<file path="src/rtl/fwd_hazard_unit.sv">
// fwd_hazard_unit
//
// Operand-forwarding and load-use hazard unit for the DLX five-stage pipeline.
// The unit keeps its own copy of the destination metadata held by the ID/EX, EX/MEM and
// MEM/WB pipeline registers. It computes the EX-stage operand selects while the consumer is
// still in ID and registers them, so the selects reach EX in the same cycle as the
// instruction.
//
// Ports
//   clk          pipeline clock
//   reset_n      asynchronous active-low reset
//   freeze       global pipeline freeze; every register holds, including the selects
//   flush        squash; the instruction leaving ID becomes a bubble
//   id_valid     ID holds a real instruction
//   id_rs/id_rt  ID source registers, qualified by id_uses_rs/id_uses_rt
//   id_rd        ID destination register, qualified by id_regwrite
//   id_memread   ID instruction is a load
//   stall        combinational load-use hazard; upstream holds PC and IF/ID
//   fwd_a_sel    EX operand A mux select: 00 regfile, 10 EX/MEM result, 01 MEM/WB result
//   fwd_b_sel    EX operand B mux select, same encoding
//   ex_valid     EX holds a real instruction
//   stall_count  saturating count of load-use stall cycles
//
// Configuration
//   FWD_STALL_CNT_EN  when defined, stall_count counts the stall cycles that are not frozen
//                     and saturates at 16'hFFFF. When undefined, stall_count is tied to zero
//                     and the design contains no counter.

module fwd_hazard_unit #(
  parameter int unsigned REG_ADDR_W = 5
) (
  input  logic                  clk,
  input  logic                  reset_n,
  input  logic                  freeze,
  input  logic                  flush,
  input  logic                  id_valid,
  input  logic [REG_ADDR_W-1:0] id_rs,
  input  logic [REG_ADDR_W-1:0] id_rt,
  input  logic                  id_uses_rs,
  input  logic                  id_uses_rt,
  input  logic [REG_ADDR_W-1:0] id_rd,
  input  logic                  id_regwrite,
  input  logic                  id_memread,
  output logic                  stall,
  output logic [1:0]            fwd_a_sel,
  output logic [1:0]            fwd_b_sel,
  output logic                  ex_valid,
  output logic [15:0]           stall_count
);

  // Select encodings for the EX operand muxes.
  localparam logic [1:0] SelRegfile = 2'b00;
  localparam logic [1:0] SelExMem   = 2'b10;
  localparam logic [1:0] SelMemWb   = 2'b01;

  // ---------------------------------------------------------------------------------------
  // Pipeline metadata
  // ---------------------------------------------------------------------------------------
  typedef struct packed {
    logic                  valid;
    logic [REG_ADDR_W-1:0] rd;
    logic                  regwrite;
    logic                  memread;
  } idex_t;

  typedef struct packed {
    logic                  valid;
    logic [REG_ADDR_W-1:0] rd;
    logic                  regwrite;
  } stage_t;

  idex_t      idex_q,  idex_d;
  stage_t     exmem_q, exmem_d;
  stage_t     memwb_q, memwb_d;
  logic [1:0] fwd_a_q, fwd_a_d;
  logic [1:0] fwd_b_q, fwd_b_d;

  // ---------------------------------------------------------------------------------------
  // Forwarding select for one source operand
  // ---------------------------------------------------------------------------------------
  // The producer currently in ID/EX will sit in EX/MEM once the consumer reaches EX, so it
  // maps to the EX/MEM select. The producer in EX/MEM maps to MEM/WB in the same way. The
  // ID/EX producer is newer and takes priority. Anything older has already been written back
  // by the time the consumer reads the register file.
  function automatic logic [1:0] calc_sel(
    input logic                  uses,
    input logic [REG_ADDR_W-1:0] src,
    input idex_t                 idex,
    input stage_t                exmem
  );
    logic src_live;
    src_live = uses && (src != '0);
    if (src_live && idex.valid && idex.regwrite && (idex.rd == src)) begin
      return SelExMem;
    end else if (src_live && exmem.valid && exmem.regwrite && (exmem.rd == src)) begin
      return SelMemWb;
    end else begin
      return SelRegfile;
    end
  endfunction

  logic [1:0] sel_a_new;
  logic [1:0] sel_b_new;

  always_comb begin
    sel_a_new = SelRegfile;
    sel_b_new = SelRegfile;
    if (id_valid) begin
      sel_a_new = calc_sel(id_uses_rs, id_rs, idex_q, exmem_q);
      sel_b_new = calc_sel(id_uses_rt, id_rt, idex_q, exmem_q);
    end
  end

  // ---------------------------------------------------------------------------------------
  // Load-use hazard detection
  // ---------------------------------------------------------------------------------------
  // A load result is only available from MEM/WB. A consumer directly behind the load must
  // wait one cycle. A squashed consumer never stalls.
  logic load_rs_hit;
  logic load_rt_hit;
  logic load_in_ex;

  assign load_in_ex  = idex_q.valid && idex_q.memread && (idex_q.rd != '0);
  assign load_rs_hit = id_uses_rs && (id_rs == idex_q.rd);
  assign load_rt_hit = id_uses_rt && (id_rt == idex_q.rd);

  assign stall = id_valid && load_in_ex && (load_rs_hit || load_rt_hit) && !flush;

  // ---------------------------------------------------------------------------------------
  // Next-state logic
  // ---------------------------------------------------------------------------------------
  always_comb begin
    idex_d  = idex_q;
    exmem_d = exmem_q;
    memwb_d = memwb_q;
    fwd_a_d = fwd_a_q;
    fwd_b_d = fwd_b_q;

    if (!freeze) begin
      memwb_d.valid    = exmem_q.valid;
      memwb_d.rd       = exmem_q.rd;
      memwb_d.regwrite = exmem_q.regwrite;

      exmem_d.valid    = idex_q.valid;
      exmem_d.rd       = idex_q.rd;
      exmem_d.regwrite = idex_q.regwrite;

      if (flush || stall) begin
        // Bubble into EX: nothing to forward to it and nothing it produces.
        idex_d.valid    = 1'b0;
        idex_d.rd       = '0;
        idex_d.regwrite = 1'b0;
        idex_d.memread  = 1'b0;
        fwd_a_d         = SelRegfile;
        fwd_b_d         = SelRegfile;
      end else begin
        idex_d.valid    = id_valid;
        idex_d.rd       = id_rd;
        idex_d.regwrite = id_regwrite;
        idex_d.memread  = id_memread;
        fwd_a_d         = sel_a_new;
        fwd_b_d         = sel_b_new;
      end
    end
  end

  // ---------------------------------------------------------------------------------------
  // State registers
  // ---------------------------------------------------------------------------------------
  always_ff @(posedge clk or negedge reset_n) begin
    if (!reset_n) begin
      idex_q  <= '0;
      exmem_q <= '0;
      memwb_q <= '0;
      fwd_a_q <= SelRegfile;
      fwd_b_q <= SelRegfile;
    end else begin
      idex_q  <= idex_d;
      exmem_q <= exmem_d;
      memwb_q <= memwb_d;
      fwd_a_q <= fwd_a_d;
      fwd_b_q <= fwd_b_d;
    end
  end

  assign fwd_a_sel = fwd_a_q;
  assign fwd_b_sel = fwd_b_q;
  assign ex_valid  = idex_q.valid;

  // MEM/WB is tracked so the unit mirrors the datapath. Its result reaches consumers through
  // the register file's write-before-read, so it never drives a select.
  logic unused_memwb;
  assign unused_memwb = ^memwb_q;

  // ---------------------------------------------------------------------------------------
  // Optional load-use stall counter
  // ---------------------------------------------------------------------------------------
`ifdef FWD_STALL_CNT_EN
  logic [15:0] stall_cnt_q, stall_cnt_d;

  always_comb begin
    stall_cnt_d = stall_cnt_q;
    if (stall && !freeze && (stall_cnt_q != 16'hFFFF)) begin
      stall_cnt_d = stall_cnt_q + 16'd1;
    end
  end

  always_ff @(posedge clk or negedge reset_n) begin
    if (!reset_n) begin
      stall_cnt_q <= '0;
    end else begin
      stall_cnt_q <= stall_cnt_d;
    end
  end

  assign stall_count = stall_cnt_q;
`else
  assign stall_count = 16'h0000;
`endif

  // ---------------------------------------------------------------------------------------
  // Invariants
  // ---------------------------------------------------------------------------------------
  sel_a_legal: assert property (@(posedge clk) disable iff (!reset_n) fwd_a_sel != 2'b11);
  sel_b_legal: assert property (@(posedge clk) disable iff (!reset_n) fwd_b_sel != 2'b11);
  stall_needs_load: assert property (@(posedge clk) disable iff (!reset_n)
                                     stall |-> (idex_q.valid && idex_q.memread));

endmodule

</file>
<file path="config.mk">
export PLATFORM = sky130hd
export DESIGN_NAME = fwd_hazard_unit
export DESIGN_NICKNAME = d
export VERILOG_FILES = /design/src/rtl/fwd_hazard_unit.sv
export SDC_FILE = /design/constraint.sdc
export NUM_CORES = 1
export LEC_CHECK = 0
export BUFFER_PORTS_ARGS = -buffer_cell sky130_fd_sc_hd__buf_4
export CAP_MARGIN = 20
export CORE_UTILIZATION = 40
export DETAILED_ROUTE_END_ITERATION = 7
export HOLD_SLACK_MARGIN = 0.12
export PLACE_DENSITY = 0.71
export SYNTH_ARGS = -nofsm -noshare
export SYNTH_HDL_FRONTEND = slang
export SYNTH_SLANG_ARGS = --single-unit
</file>
<file path="constraint.sdc">
create_clock -name clk -period 2.24 [get_ports clk]
set_input_delay 0.448 -clock clk [delete_from_list [all_inputs] [get_ports clk]]
set_output_delay 0.448 -clock clk [all_outputs]
set_load 0.05 [all_outputs]
</file>
==> qor.yml, run 1 <==
period_needed_ns: 2.14
p_leak_nw: 0.689
r2r_cells: 6
wirelength_mm: 2.42
end_kind: "output port"
io_buffers: 29
grt_max_degree: 28
first_pass_iters: 6
dieWidth_um: 57.2
num_vias: 915
root_buffer: "clkbuf_4"
coreArea_sq_um: 2830
cp-start-kind: "flop"
antenna_cells: 0
drc: 9
status: "finished with violations"
p_int_uw: 522
grt_use_total: 0.163
slew_violations: 0
path_max_fanout: 5
fp.dieH_um: 57.2
drt_iter0_drc: 24
p_clk_frac: 0.223
grt_pass1_vias: 866
min_path_type: "flop to flop"
postLayoutCoreUtil: 0.512
synthesis.instances: 115
ioPinCount: 46
nFillCells: 258
area.sequential_sq_um: 479
htree_num_levels: 1
ant_nets: 0
hold-path-cell-count: 1
dieArea_sq_um: 3270
netlist_area_sq_um: 1220
ys_seq_area_frac: 0.391
async_flop_share: 1.00
max_freq_ghz: 0.468
place.gp.congestion: 0.936
wl_per_cell_um: 13.7
insertion_delay_ns: 0.30
p_sw_uw: 268
synthFlopType: "dfrtp_1"
synth_area_per_cell_sq_um: 10.6
num-nets-final: 170
via_per_inst: 5.20
cap_violations: 0
grt_first_pass_wirelength_mm: 4.08
grt_overflow_total: 0
clock-sinks: 19
seqPwrFrac: 0.507
setup_violations: 0
skew_ns: 0.00537
drive_above_1_share: 0.359
clkTransAtPathRegs_ns: 0.11
cts_buffers: 3
arrival_ns: 1.69
finalHoldViolCount: 0
worstPathRequired_ns: 1.79
clockBufferDepth: 2
holdWs_ns: 0.507
multi_input_area_sq_um: 652
cts_tree: "built"
row_count: 19
synth_edf_count: 0
dpl.hpwl_mm: 1.83
antenna_found_initial: 0
peakVddDrop_v: 0.000231
yosys_warnings: 0
comb_power_share: 0.270
finalCritPeriodShare: 0.954
power_density_nw_per_um2: 546
violations: "DRC"
synth_cell_type_count: 27
synthToLayoutAreaGrowth_pct: 18.9
sw_frac_of_total: 0.339
start_util: 0.430
synth-seq-cells: 19
worstSetupPathType: "flop to output port"
-- synth_stat cells (2+ instances only) --
cell / instances / share of area
a22o_1: 10 / 0.072
nor2_1: 4 / 0.012
o21ai_2: 2 / 0.014
nor3_1: 5 / 0.021
clkbuf_1: 2 / 0.0062
nand4_1: 3 / 0.015
and3_1: 2 / 0.010
nor3b_1: 7 / 0.043
mux2_2: 7 / 0.065
dfrtp_1: 19 / 0.39
buf_4: 17 / 0.10
nor4_1: 2 / 0.010
xor2_1: 13 / 0.094
a32o_1: 2 / 0.016
nand3_1: 2 / 0.0082
xnor2_1: 7 / 0.050
-- repair_timing --
action / CTS / global route
pin swaps: 0 / 2
setup endpoints to repair: 1 / 1
cloned: 0 / 0
resized for setup: 2 / 4
buffers inserted: 0 / 1
hold buffers: 1 / 0
endpoints found under the hold margin: 19 / 0
-- cell type report --
cell class / instances / area share
Multi-Input combinational cell: 89 / 0.450
Clock buffer: 3 / 0.0156
Sequential cell: 19 / 0.331
Tap cell: 31 / 0.0268
Clock inverter: 1 / 0.00346
Inverter: 1 / 0.00259
Timing Repair Buffer: 32 / 0.170
-- worst paths after layout --
check | slack [ns] | endpoint | start
worst max-delay path | 0.10 | stall | idex_q[6]$_DFFE_PN0N_
worst min-delay path | 0.51 | fwd_b_sel[0]$_DFFE_PN0N_ | fwd_b_sel[0]$_DFFE_PN0N_
worst max register to register | 0.59 | fwd_b_sel[1]$_DFFE_PN0N_ | idex_q[6]$_DFFE_PN0N_
worst min register to register | 0.51 | fwd_b_sel[0]$_DFFE_PN0N_ | fwd_b_sel[0]$_DFFE_PN0N_
max in group asynchronous | 1.48 | idex_q[4]$_DFFE_PN0N_ | reset_n
min in group asynchronous | 0.54 | exmem_q[3]$_DFFE_PN0N_ | reset_n
-- state kept, by name (all words and copies together) (netlist names) --
| name | cells |
|---|---|
| idex_q | 7 |
| fwd_a_sel | 2 |
| exmem_q | 7 |
| ex_valid | 1 |
| fwd_b_sel | 2 |
-- stage by stage --
| step | instances | total power, mW | worst slack (ns) | setup TNS [ns] | cell area, sq um |
|---|---|---|---|---|---|
| 2_1_floorplan | 130 | 0.570 | 0.155 | 0 | 1280 |
| 3_3_place_gp | 170 | 0.609 | 0.258 | 0 | 1390 |
| 3_5_place_dp | 170 | 0.613 | 0.271 | 0 | 1390 |
| 4_1_cts | 175 | 0.788 | 0.0199 | 0 | 1430 |
| 5_1_grt | 176 | 0.831 | -0.0162 | -0.0162 | 1450 |
| 6_report | 176 | 0.790 | 0.102 | 0 | 1450 |
-- layer usage --
metal | vias up | part of all wire | GRT usage
li1 | 442 | - | -
met1 | 431 | 0.48 | 0.223
met2 | 42 | 0.46 | 0.255
met3 | 0 | 0.058 | 0.0431
met4 | 0 | 0 | 0.0418
met5 | - | 0 | 0
-- cells in the final DEF (no fill, tap or decap), drive strengths merged, types with 2 or more instances in the layout --
cell type and n:
a22o 10, a32o 2, and3 3, buf 31, clkbuf 3, conb 16, dfrtp 19, mux2 7
nand3 2, nand4 3, nor2 4, nor3 5, nor3b 8, nor4 2, o21ai 2, xnor2 7
xor2 13
-- power by group through the flow --
stage / registers, mW / clock network, mW / logic (mW)
floorplan: 0.402 / 0 / 0.168
global placement: 0.406 / 0 / 0.202
detailed placement: 0.407 / 0 / 0.206
CTS: 0.401 / 0.178 / 0.209
global route: 0.404 / 0.194 / 0.232
finish: 0.401 / 0.176 / 0.213
-- critical path, stage by stage, from the launching register on --
cell	delay, ns
dfrtp_2	0.46
xor2_1	0.18
nor3_2	0.21
and3_1	0.20
o21ai_2	0.08
nor2_2	0.10
buf_6	0.16
-- cell families after synthesis --
group / Yosys count / share of synthesized area
other cells: 1 / 0.00308
flops: 19 / 0.391
buf+inv: 22 / 0.131
xor+xnor: 20 / 0.144
compound gates: 16 / 0.114
mux: 7 / 0.0648
simple gates: 30 / 0.153
(Power assumes the default switching activity.)
==> run 2, diff against run 1 <==
--- a/config.mk
+++ b/config.mk
@@ -6,11 +6,12 @@
 export NUM_CORES = 1
 export LEC_CHECK = 0
 export BUFFER_PORTS_ARGS = -buffer_cell sky130_fd_sc_hd__buf_4
-export CAP_MARGIN = 20
+export CAP_MARGIN = 0
 export CORE_UTILIZATION = 40
 export DETAILED_ROUTE_END_ITERATION = 7
 export HOLD_SLACK_MARGIN = 0.12
 export PLACE_DENSITY = 0.71
+export SETUP_SLACK_MARGIN = 0.15
 export SYNTH_ARGS = -nofsm -noshare
 export SYNTH_HDL_FRONTEND = slang
 export SYNTH_SLANG_ARGS = --single-unit
==> qor.yml, run 2 (synthesis gave the netlist of run 1 again) <==
worstSetupPathType: "flop to flop"  # was flop to output port
violations: "DRC"  # unchanged
cpMaxStageDelayCell: "dfrtp_2"  # unchanged
skew_ns: 0.000819  # was 0.00537 ns
path_max_fanout: 4  # was 5
dieArea_sq_um: 3270  # unchanged
insertion_delay_ns: 0.30  # about the same
antenna_cells: 0  # unchanged
finalHoldViolCount: 0  # unchanged
nFillCells: 244  # was 258
drc: 6  # was 9
setup_violations: 0  # unchanged
rrSetupSlack_ns: 0.1  # was 0.59 ns
io_buffers: 29  # unchanged
r2r_end: "fwd_a_sel[0]$_DFFE_PN0N_"  # was fwd_b_sel[1]$_DFFE_PN0N_
arrival_ns: 2.34  # was 1.69 ns
peakVddDrop_v: 0.000239  # was 0.000231 V
cpMostUsedCell: "buf_4"
root_buffer: "clkbuf_4"  # unchanged
p_leak_nw: 0.730  # was 0.689 nW
r2r_cells: 12  # was 6
drive_above_1_share: 0.412  # was 0.359
wl_met1_mm: 1.22  # was 1.17 mm
cts_tree: "built"  # unchanged
grt_overflow_total: 0  # unchanged
cp.buffers_inverters: 7  # was 1
wl_met3_um: 135  # was 141 um
cap_violations: 0  # unchanged
grt_setup_unrepaired: "true"
power_density_nw_per_um2: 533  # was 546 nW/um^2
mostFrequentLayoutCell: "buf_4"  # unchanged
coreArea_sq_um: 2830  # unchanged
grt_use_total: 0.174  # was 0.163
hold-path-cell-count: 1  # unchanged
status: "finished with violations"  # unchanged
startpoint: "idex_q[5]$_DFFE_PN0N_"  # was idex_q[6]$_DFFE_PN0N_
start_util: 0.430  # unchanged
num-nets-final: 178  # was 170
min_path_type: "flop to flop"  # unchanged
num_vias: 961  # was 915
clkTransAtPathRegs_ns: 0.11  # about the same
synthToLayoutAreaGrowth_pct: 25.3  # was 18.9%
layout_common_cells: "38 x buf_4, 16 x conb_1, 16 x dfrtp_1"  # was 30 x buf_4, 16 x conb_1, 16 x dfrtp_1
rr_startpoint: "idex_q[5]$_DFFE_PN0N_"  # was idex_q[6]$_DFFE_PN0N_
slowest_delay_ns: 0.46  # about the same
period_needed_ns: 2.14  # about the same
stdcell_count: 184  # was 176
slew_violations: 0  # unchanged
ioPinCount: 46  # unchanged
wirelength_mm: 2.63  # was 2.42 mm
ant_nets: 0  # unchanged
worstPathRequired_ns: 2.44  # was 1.79 ns
top_layer: "met4"  # was met3
crit_chain: "xor2_1 -> nor3_2 -> buf_4 -> buf_4 -> buf_4 -> buf_4 -> buf_4 -> buf_4 -> buf_4 -> nand4_1 -> and3_1 -> a22o_1"  # was xor2_1 -> nor3_2 -> and3_1 -> o21ai_2 -> nor2_2 -> buf_6
cp_top_family: "buffers and inverters"  # was simple AND/OR/NAND/NOR gates
grt_max_degree: 28  # unchanged
dpl.hpwl_mm: 1.83  # unchanged
grt_pass1_vias: 926  # was 866
cp-start-kind: "flop"  # unchanged
wl_per_cell_um: 14.3  # was 13.7 um
top_regs: "exmem_q: 7 flops, idex_q: 7 flops"  # unchanged
place_inst: 170  # unchanged
htree_num_levels: 1  # unchanged
fp.dieH_um: 57.2  # unchanged
max_freq_ghz: 0.467  # was 0.468 GHz
row_count: 19  # unchanged
clockBufferDepth: 2  # unchanged
min_from: "fwd_b_sel[0]$_DFFE_PN0N_"  # unchanged
cts_buffers: 3  # unchanged
route.met2.wl_mm: 1.26  # was 1.10 mm
end_kind: "flop"  # was output port
place.gp.congestion: 0.936  # unchanged
antenna_found_initial: 0  # unchanged
dieWidth_um: 57.2  # unchanged
min_to: "fwd_b_sel[0]$_DFFE_PN0N_"  # unchanged
clock-sinks: 19  # unchanged
via_per_inst: 5.22  # was 5.20
finalSetupTns_ns: 0  # unchanged
grt_first_pass_wirelength_mm: 4.32  # was 4.08 mm
first_pass_iters: 8  # was 6
finalCritPeriodShare: 0.957  # was 0.954
drt_iter0_drc: 25  # was 24
[run 2: how the worst max path moves through the flow]
stage	end	slack [ns]	depth (start not counted)
floorplan	stall	0.15	6
global placement	stall	0.26	7
detailed placement	stall	0.27	7
CTS	stall	0.11	6
global route	fwd_a_sel[0]$_DFFE_PN0N_	-0.01	12
finish	fwd_a_sel[0]$_DFFE_PN0N_	0.1	12
[run 2: per-layer routing]
layer	vias to the layer above	GRT usage
li1	459	-
met1	462	0.223
met2	38	0.289
met3	2	0.0476
met4	0	0.0453
met5	-	0
[run 2: where the power goes]
part | switching (mW) | internal, mW
sequential | 0.0322 | 0.369
combinational | 0.135 | 0.103
clock | 0.107 | 0.0665
total | 0.275 | 0.538
[run 2: layout make-up]
class	instances	area, sq um	share of cell area
tap	31	38.8	0.0254
sequential	19	479	0.314
clock inverter	1	5.00	0.00328
inverter	1	3.75	0.00246
multi-input combinational	89	669	0.439
timing repair buffer	40	307	0.201
clock buffer	3	22.5	0.0148
[run 2: worst register-to-register path, cell delays in order (launching register included)]
cell and delay, ns:
dfrtp_2 0.46, xor2_1 0.16, nor3_2 0.22, buf_4 0.14
buf_4 0.09, buf_4 0.09, buf_4 0.09, buf_4 0.10
buf_4 0.09, buf_4 0.09, nand4_1 0.13, and3_1 0.19
a22o_1 0.19
[run 2: what timing repair did]
action,CTS,global route
endpoints found under the hold margin,19,0
pin swaps,2,4
hold buffers,1,0
buffers inserted,8,1
gates cloned,0,0
setup endpoints to repair,1,3
gates resized for setup,6,3
[run 2: per-stage QoR]
step / cell area [sq um] / setup WS [ns] / utilization / hold slack [ns] / power (mW)
after floorplan: 1280 / 0.155 / - / 0.152 / 0.570
after global placement: 1390 / 0.258 / 0.490 / 0.333 / 0.609
after detailed placement: 1390 / 0.271 / 0.490 / 0.335 / 0.613
after CTS: 1500 / 0.107 / 0.530 / 0.512 / 0.809
after global routing: 1530 / -0.0110 / 0.539 / 0.521 / 0.858
final: 1530 / 0.0967 / 0.539 / 0.505 / 0.813
==> run 3, diff against run 2 <==
--- a/config.mk
+++ b/config.mk
@@ -5,13 +5,15 @@
 export SDC_FILE = /design/constraint.sdc
 export NUM_CORES = 1
 export LEC_CHECK = 0
+export ABC_AREA = 1
 export BUFFER_PORTS_ARGS = -buffer_cell sky130_fd_sc_hd__buf_4
 export CAP_MARGIN = 0
 export CORE_UTILIZATION = 40
 export DETAILED_ROUTE_END_ITERATION = 7
 export HOLD_SLACK_MARGIN = 0.12
-export PLACE_DENSITY = 0.71
+export PLACE_DENSITY = 0.69
 export SETUP_SLACK_MARGIN = 0.15
+export SKIP_LAST_GASP = 1
 export SYNTH_ARGS = -nofsm -noshare
 export SYNTH_HDL_FRONTEND = slang
 export SYNTH_SLANG_ARGS = --single-unit
==> qor.yml, run 3 <==
synth_cell_type_count: 19  # was 27
skew_ns: 0.00192  # was 0.000819 ns
mostFrequentLayoutCell: "nand2_1"  # was buf_4
cp-start-kind: "flop"  # unchanged
comb_power_share: 0.326  # was 0.293
root_buffer: "clkbuf_4"  # unchanged
multi_input_area_sq_um: 836  # was 669 sq um
netlist_top_cells_area: "dfrtp_1 33%, nand2_1 21%, buf_4 8.3%"  # was dfrtp_1 39%, buf_4 10%, xor2_1 9.4%
ant_nets: 0  # unchanged
ioPinCount: 46  # unchanged
p_leak_nw: 0.965  # was 0.730 nW
arrival_ns: 1.59  # was 2.34 ns
path_max_fanout: 6  # was 4
coreArea_sq_um: 3420  # was 2830 sq um
drt_iter0_drc: 66  # was 25
first_pass_iters: 4  # was 8
stdcell_count: 300  # was 184
p_sw_uw: 298  # was 275 uW
cp.buffers_inverters: 2  # was 7
async_flop_share: 1.00  # unchanged
power_density_nw_per_um2: 467  # was 533 nW/um^2
min_path_type: "input pin to flop"  # was flop to flop
via_per_inst: 4.42  # was 5.22
drive_above_1_share: 0.260  # was 0.412
place_inst: 290  # was 170
dieArea_sq_um: 3870  # was 3270 sq um
synthToLayoutAreaGrowth_pct: 22.1  # was 25.3%
design_area_sq_um: 1770  # was 1530 sq um
grt_first_pass_wirelength_mm: 5.18  # was 4.32 mm
io_buffers: 29  # unchanged
p_clk_frac: 0.193  # was 0.214
area.sequential_sq_um: 482  # was 479 sq um
synthesis.instances: 220  # was 115
min_from: "id_rd[3]"  # was fwd_b_sel[0]$_DFFE_PN0N_
nFillCells: 343  # was 244
ys_seq_area_frac: 0.328  # was 0.391
grt_max_degree: 27  # was 28
antenna_found_initial: 0  # unchanged
synth.top_cell.area_share: 0.328  # was 0.391
cts_tree: "built"  # unchanged
antenna_cells: 0  # unchanged
startpoint: "idex_q[3]$_DFFE_PN0N_"  # was idex_q[5]$_DFFE_PN0N_
place.gp.congestion: 0.848  # was 0.936
cpMaxStageDelayCell: "dfrtp_2"  # unchanged
synthFlopType: "dfrtp_1"  # unchanged
p_int_uw: 529  # was 538 uW
wl_per_cell_um: 9.71  # was 14.3 um
max_freq_ghz: 0.490  # was 0.467 GHz
drc: 0  # was 6
synth_edf_count: 0  # unchanged
setup_violations: 0  # unchanged
synth-seq-cells: 19  # unchanged
grt_setup_unrepaired: "true"  # unchanged
status: "finished, final reports clean"  # was finished with violations
cts_buffers: 3  # unchanged
place_area_sq_um: 1650  # was 1390 sq um
synth_area_per_cell_sq_um: 6.59  # was 10.6 sq um
top_regs: "exmem_q: 7 flops, idex_q: 7 flops"  # unchanged
clkTransAtPathRegs_ns: 0.09  # was 0.11 ns
holdWs_ns: 0.417  # was 0.505 ns
dpl.hpwl_mm: 2.37  # was 1.83 mm
grt_overflow_total: 0  # unchanged
rr_startpoint: "idex_q[3]$_DFFE_PN0N_"  # was idex_q[5]$_DFFE_PN0N_
crit_chain: "inv_2 -> nand2_1 -> nand2_1 -> nor2_1 -> nand4_1 -> nand2_2 -> nand2_4 -> nor2_4 -> buf_6"  # was xor2_1 -> nor3_2 -> buf_4 -> buf_4 -> buf_4 -> buf_4 -> buf_4 -> buf_4 -> buf_4 -> nand4_1 -> and3_1 -> a22o_1
slew_violations: 0  # unchanged
start_util: 0.425  # was 0.430
cp_top_family: "simple AND/OR/NAND/NOR gates"  # was buffers and inverters
grt_use_total: 0.167  # was 0.174
htree_num_levels: 1  # unchanged
end_kind: "output port"  # was flop
yosys.cell_count.top_type: "nand2_1"  # was dfrtp_1
slowest_delay_ns: 0.43  # was 0.46 ns
clock-sinks: 19  # unchanged
dieWidth_um: 62.2  # was 57.2 um
seqPwrFrac: 0.481  # was 0.493
yosys_warnings: 0  # unchanged
sw_frac_of_total: 0.360  # was 0.338
netlist_area_sq_um: 1450  # was 1220 sq um
num-nets-final: 279  # was 178
insertion_delay_ns: 0.28  # was 0.30 ns
cap_violations: 0  # unchanged
num_vias: 1325  # was 961
finalHoldViolCount: 0  # unchanged
yosys-top-cells-count: "82 x nand2_1, 23 x inv_1, 22 x nor2_1"  # was 19 x dfrtp_1, 17 x buf_4, 13 x xor2_1
grt_pass1_vias: 1158  # was 926
worstSetupPathType: "flop to output port"  # was flop to flop
synth_top_cell_by_area: "dfrtp_1"  # unchanged
wirelength_mm: 2.91  # was 2.63 mm
row_count: 21  # was 19
layout_common_cells: "80 x nand2_1, 33 x buf_4, 22 x inv_1"  # was 38 x buf_4, 16 x conb_1, 16 x dfrtp_1
finalSetupTns_ns: 0  # unchanged
period_needed_ns: 2.04  # was 2.14 ns
clockBufferDepth: 2  # unchanged
cpMostUsedCell: "nand2_1"  # was buf_4
fp.dieH_um: 62.2  # was 57.2 um
worstPathRequired_ns: 1.79  # was 2.44 ns
finalCritPeriodShare: 0.911  # was 0.957
peakVddDrop_v: 0.000394  # was 0.000239 V
## run 3: changes by cell type in the layout (fill, tap and decap cells not counted), moves of 4 or more
cell | previous run | this run
xor2_1 | 12 | 4
inv_1 | 1 | 22
a22o_1 | 10 | 0
nand4_1 | 3 | 9
nor2_1 | 3 | 19
o21ai_2 | 2 | 7
nor3b_1 | 7 | 0
nand2_2 | 0 | 4
nand2_1 | 1 | 80
o21ai_0 | 0 | 6
buf_4 | 38 | 33
nand3_1 | 2 | 12
mux2_2 | 7 | 0
xnor2_1 | 7 | 3
## run 3: worst paths after layout
path	to	slack, ns	depth (start not counted)
worst max-delay path	stall	0.20	9
min in group asynchronous	exmem_q[1]$_DFFE_PN0N_	0.57	2
worst max register to register	fwd_b_sel[1]$_DFFE_PN0N_	0.80	10
worst min register to register	exmem_q[6]$_DFFE_PN0N_	0.49	2
worst min-delay path	idex_q[5]$_DFFE_PN0N_	0.42	3
max in group asynchronous	idex_q[6]$_DFFE_PN0N_	1.46	2
## run 3: stage by stage
step                       util  worst slack (ns)  total power [mW]
final                     0.518             0.199             0.828
after global routing      0.518            0.0699             0.890
after CTS                 0.501             0.152             0.820
after detailed placement  0.483             0.336             0.654
after global placement    0.483             0.346             0.652
after floorplan               -             0.330             0.596
## run 3: area by class of cell
cell class                      count  area share
Multi-Input combinational cell    170       0.472
Sequential cell                    19       0.272
Timing Repair Buffer               35       0.152
Inverter                           26      0.0565
Tap cell                           46      0.0325
Clock buffer                        4      0.0148
## run 3: layer usage
| metal | routed length (um) | global-route usage | up-vias |
|---|---|---|---|
| li1 | - | - | 718 |
| met1 | 1460 | 0.242 | 572 |
| met2 | 1280 | 0.249 | 33 |
| met3 | 149 | 0.0239 | 2 |
| met4 | 23 | 0.0698 | 0 |
| met5 | 0 | 0 | - |
## run 3: logic make-up after synthesis
family / count (synthesis) / share of synthesized area
compound gates: 13 / 0.0630
xor+xnor: 9 / 0.0544
buf+inv: 46 / 0.160
flops: 19 / 0.328
other cells: 1 / 0.00259
simple gates: 132 / 0.392
## run 3: repair_timing
item,4_1_cts,5_1_grt
endpoints found under the setup margin,1,1
hold endpoints to repair,19,0
resized for setup,8,8
hold buffers,1,0
pin swaps,0,5
buffers inserted,0,5
gates cloned,0,0
## run 3: power by group through the flow
| stage | combinational [mW] | sequential (mW) | clock (mW) |
|---|---|---|---|
| finish | 0.269 | 0.398 | 0.160 |
| floorplan | 0.198 | 0.399 | 0 |
| global route | 0.300 | 0.403 | 0.187 |
| CTS | 0.258 | 0.397 | 0.165 |
| global placement | 0.250 | 0.401 | 0 |
| detailed placement | 0.252 | 0.402 | 0 |
## run 3: worst register-to-register path: cells and delay by family, from the launching register on
kind	cells	cell delay [ns]
and+or+nand+nor	8	0.70
DFF	1	0.43
buffers and inverters	2	0.22
